<file path="src/rtl/wave_capture.sv">
// Purpose : audio-side writer for the double-buffered 512x8 waveform RAM; captures 256
//           samples after a positive zero crossing into the half the display is not reading.
// Latency : 1 cycle from an accepted new_sample_ready to the registered RAM write.
// Backpressure: none; every strobe is consumed, and strobes arriving outside a capture
//           only refresh the zero-crossing history.
//
// Ports:
//   clk               system clock
//   reset             synchronous, active-low (0 = reset)
//   new_sample_ready  one-cycle strobe qualifying new_sample_in (may repeat back-to-back)
//   new_sample_in     signed two's-complement audio sample
//   wave_display_idle high while the display is in blanking
//   write_address     {half, index[7:0]} RAM write address
//   write_enable      one-cycle RAM write strobe per stored sample
//   write_sample      top 8 bits of the sample in offset binary
//   read_index        RAM half the display reads; writes go to the other half

module wave_capture #(
    parameter int SAMPLE_W = 16
) (
    input  logic                clk,
    input  logic                reset,
    input  logic                new_sample_ready,
    input  logic [SAMPLE_W-1:0] new_sample_in,
    input  logic                wave_display_idle,
    output logic [8:0]          write_address,
    output logic                write_enable,
    output logic [7:0]          write_sample,
    output logic                read_index
);

    typedef enum logic [1:0] {
        ARMED  = 2'd0,
        ACTIVE = 2'd1,
        WAIT   = 2'd2
    } state_t;

    state_t              state;
    state_t              state_nxt;
    logic [7:0]          count;
    logic [7:0]          count_nxt;
    logic [SAMPLE_W-1:0] prev;
    logic                idle_d;
    logic                read_index_nxt;
    logic                write_enable_nxt;
    logic [8:0]          write_address_nxt;
    logic [7:0]          write_sample_nxt;

    logic                trigger;
    logic                idle_rise;
    logic [7:0]          sample_ob;

    // Only the top byte of each sample is stored; the low bits are intentionally dropped.
    logic                unused_low_bits;
    assign unused_low_bits = ^new_sample_in[SAMPLE_W-9:0];

    // Positive zero crossing: previous sample negative, current one non-negative.
    assign trigger   = new_sample_ready & prev[SAMPLE_W-1] & ~new_sample_in[SAMPLE_W-1];

    // Only a rising edge of blanking may swap halves, so a display that is already
    // idle when the capture completes has to leave and re-enter blanking first.
    assign idle_rise = wave_display_idle & ~idle_d;

    // Offset binary: invert the sign bit of the top byte (equivalent to adding 128).
    assign sample_ob = {~new_sample_in[SAMPLE_W-1], new_sample_in[SAMPLE_W-2 -: 7]};

    always_comb begin
        state_nxt         = state;
        count_nxt         = count;
        read_index_nxt    = read_index;
        write_enable_nxt  = 1'b0;
        write_address_nxt = write_address;
        write_sample_nxt  = write_sample;

        case (state)
            ARMED: begin
                if (trigger) begin
                    write_enable_nxt  = 1'b1;
                    write_address_nxt = {~read_index, 8'd0};
                    write_sample_nxt  = sample_ob;
                    count_nxt         = 8'd1;
                    state_nxt         = ACTIVE;
                end
            end
            ACTIVE: begin
                if (new_sample_ready) begin
                    write_enable_nxt  = 1'b1;
                    write_address_nxt = {~read_index, count};
                    write_sample_nxt  = sample_ob;
                    // Index 255 is the last one; count wraps back to 0 on its own.
                    count_nxt         = count + 8'd1;
                    if (count == 8'hFF) begin
                        state_nxt = WAIT;
                    end
                end
            end
            WAIT: begin
                if (idle_rise) begin
                    read_index_nxt = ~read_index;
                    state_nxt      = ARMED;
                end
            end
            default: begin
                state_nxt = ARMED;
            end
        endcase
    end

    always_ff @(posedge clk) begin
        if (!reset) begin
            state         <= ARMED;
            count         <= 8'd0;
            prev          <= '0;
            idle_d        <= 1'b1;
            read_index    <= 1'b0;
            write_enable  <= 1'b0;
            write_address <= 9'd0;
            write_sample  <= 8'd0;
        end else begin
            state         <= state_nxt;
            count         <= count_nxt;
            idle_d        <= wave_display_idle;
            read_index    <= read_index_nxt;
            write_enable  <= write_enable_nxt;
            write_address <= write_address_nxt;
            write_sample  <= write_sample_nxt;
            // History is kept in every state so a crossing spanning WAIT->ARMED still triggers.
            if (new_sample_ready) begin
                prev <= new_sample_in;
            end
        end
    end

endmodule

</file>
<file path="config.mk">
export PLATFORM = sky130hd
export DESIGN_NAME = wave_capture
export DESIGN_NICKNAME = d
export VERILOG_FILES = /design/src/rtl/wave_capture.sv
export SDC_FILE = /design/constraint.sdc
export NUM_CORES = 1
export LEC_CHECK = 0
export ABC_AREA = 1
export CAP_MARGIN = 20
export CORE_ASPECT_RATIO = 0.7
export CORE_MARGIN = 1
export CORE_UTILIZATION = 43
export CTS_BUF_LIST = sky130_fd_sc_hd__clkbuf_2 sky130_fd_sc_hd__clkbuf_4 sky130_fd_sc_hd__clkbuf_8
export DETAILED_ROUTE_END_ITERATION = 8
export PLACE_DENSITY = 0.86
export SYNTH_ARGS = -nofsm -noshare
export SYNTH_HDL_FRONTEND = slang
export SYNTH_SLANG_ARGS = --single-unit
</file>
<file path="constraint.sdc">
create_clock -name clk -period 1.1 [get_ports clk]
set_input_delay 0.22 -clock clk [delete_from_list [all_inputs] [get_ports clk]]
set_output_delay 0.22 -clock clk [all_outputs]
set_load 0.01 [all_outputs]
</file>
==> key figures <==
Placement
  – Placed Area: 1790 um^2
  – Pre-CTS WS: -0.566 ns
  – Port Buffers: 30
  – Detailed-placement wirelength estimate: 2180 um
  – Dpl cells: 255
  – GPL Wtd Cong: 0.805

Critical path
  – Worst R2R Path Depth: 8
  – Worst r2r src: state[1]
  – Startpoint types: flip-flop
  – CP max FO: 7
  – CP Launch Point: state[1]
  – Crit path DAT: 1.41 ns
  – Setup CP Type: flip-flop to flip-flop
  – CP required: 1.28 ns
  – CP Capture Type: flip-flop

Clock network
  – CTS tree: built
  – Worst-skew pair later-pin latency: 0.29 ns
  – Longest Clk Path Bufs: 2
  – Clk slew on worst S/H paths: 0.07 ns
  – Hold buffer count at CTS: 0
  – Root Buffer: clkbuf_8
  – H-tree levels: 2
  – TritonCTS buffer count: 5
  – Clock sink count: 31

Routing
  – Pre-antenna DRT Iters: 4
  – Routed wire length per instance: 14.6 um
  – First DRT Iteration DRCs: 74
  – Residual DRC count: 0
  – Routed vias/inst: 4.96
  – WL final: 3940 um
  – Vias: 1340
  – Post-route ant nets: 0

Cells and area
  – # fillers: 207
  – Final Net Count: 255
  – Most frequent cells in the layout: nand2_1 (26), dfxtp_1 (20), buf_4 (20), nor2_1 (15), nand3_2 (12)
  – Area growth, synth to finish: 67.8%
  – Post-layout util: 76.9%
  – Share of cells above drive strength 1: 53.4%
  – Final instance area: 2170 um^2
  – ANT cells: 0
  – Post-Layout Cell Count: 270
  – Leading cell type in the layout, fill and taps excluded: nand2_1

Timing
  – Count of pins over their slew limit: 0
  – RSZ-0062 raised after global routing: true
  – Least-Margin Pin Slew: 0.230 ns
  – FMAX: 814 MHz
  – # setup viols final: 28
  – Slew headroom: 84.6%
  – Fin crit period: 1.23 ns
  – Final setup margin: -0.128 ns
  – Part of the cycle the worst path needs: 112%
  – Clock skew: 0.00510 ns
  – Final Hold Viols: 0

Logic synthesis
  – Synth cell types: 27
  – Syn Inst Count: 173
  – Leading area contributor after synthesis: dfxtp_1
  – Combinational family with the most area after synthesis: simple AND/OR/NAND/NOR gates
  – XOR/XNOR Fraction of Synth Area: 0%
  – Synthesized area per cell: 7.48 um^2
  – Post-synthesis compound-gate area fraction: 12.5%
  – Synth Net Count: 194
  – Synth area leaders: dfxtp_1 (48%), nand2_1 (10%), nor2_1 (7.8%)
  – Yosys top cell area share: 48.0%
  – Yosys warnings: 0
  – #FFs+latches synth: 31
  – Mux cell area share after synthesis: 0%
  – Synth Cell Area: 1290 um^2
  – Post-synthesis adder-cell area fraction: 0.967%
  – Simple-gate share of the synthesized area: 31.2%
  – Post-synthesis sequential area ratio: 48.0%

GRT
  – Initial antenna violation count: 0
  – Total Routing Usage GR: 24.1%
  – Vias in the first global route: 1191
  – Grt ovf: 0
  – Largest net degree at the start of global routing: 20
  – First-pass GRT wire length: 5460 um

Power
  – LEAKAGE: 0.909 nW
  – Pwr/cell area: 1110 nW/um^2
  – Worst VDD drop: 0.822 mV

Job
  – Max-Cap Viols: 0

Worst hold path
  – HP Class: primary input to flip-flop
  – Hold Crit Start: wave_display_idle
  – Hold path depth: 2

Die
  – Die width: 67.6 um
  – Placement row count: 16
  – Initial Util: 45.8%
  – Die area: 3240 um^2
  – Core Region: 2820 um^2
  – Num ports: 39
  – DIE HEIGHT: 47.9 um

Run status
  – Outcome: complete, but fails checks
  – Failing checks: setup timing
[cells in the mapped netlist]
cell type / count
nand2_1: 35
a31oi_1: 1
inv_2: 2
buf_2: 1
nor2_4: 2
buf_4: 2
a21oi_1: 7
nor2_1: 27
nand3b_1: 1
buf_1: 1
nor2_2: 2
clkinv_1: 1
nor3b_1: 1
a21boi_1: 1
dfxtp_1: 31
nand2_2: 2
o21ai_0: 18
buf_6: 1
a211oi_1: 1
o211ai_1: 2
ha_1: 1
or2_2: 1
nor3_1: 3
nand4_1: 1
inv_1: 13
nand2_4: 1
nand3_1: 14
[path summary, 6_finish.rpt]
kind	to	slack (ns)
max	count[0]	-0.13
min	idle_d	0.24
max reg2reg	count[0]	-0.13
min reg2reg	write_address[0]	0.47
[power breakdown]
group	internal [mW]	switching, mW	leakage [nW]
clock network	0.490	0.430	0.0470
registers	1.15	0.0217	0.257
logic	0.149	0.161	0.605
[sequential cells by signal, summed over array words and instances, names as in the netlist]
| signal | count |
|---|---|
| state | 2 |
| count | 8 |
| write_sample | 8 |
| write_enable | 1 |
| write_address | 9 |
| idle_d | 1 |
| prev | 1 |
| read_index | 1 |
[metrics by stage]
stage                     total power [mW]  setup TNS, ns  hold WS [ns]
after CTS                             2.37          -1.04         0.375
after floorplan                       1.30        -0.0168         0.319
after detailed placement              1.44         -14.39         0.474
after global routing                  2.49          -3.56         0.264
after global placement                1.43         -12.90         0.454
final                                 2.41          -1.70         0.239
[layer usage]
metal / track usage [%] / wire, um
met4: 10.6 / 110
met2: 39.6 / 1820
met1: 28.9 / 1720
met5: 0 / 0
met3: 8.81 / 291
[worst max-delay path, cell delays in order, from the launching register on]
cell	delay, ns
dfxtp_2	0.37
inv_2	0.06
nand2_4	0.07
nor2_4	0.05
inv_2	0.09
nand2_8	0.09
buf_6	0.15
o211ai_1	0.19
inv_1	0.06
[logic make-up (layout without fill, tap and decap cells)]
family,count (synthesis),in the layout
compound gates,30,30
fa+ha+maj,1,1
buf+inv,21,82
flops,31,31
simple gates,90,90
[area by class of cell]
class	instances	area [um^2]	share of cell area, %
clock inverter	1	5.00	0.231
timing repair buffer	59	527	24.3
tap	36	45.0	2.07
inverter	16	63.8	2.94
sequential	31	639	29.5
multi-input combinational	121	808	37.2
clock buffer	6	82.6	3.80
[timing repair]
item / in CTS / in global routing
pin swaps: 16 / 15
setup buffers: 5 / 2
gates cloned: 1 / 0
resized for setup: 105 / 47
setup endpoints to repair: 47 / 48
Power figures use the tool's default switching activity.
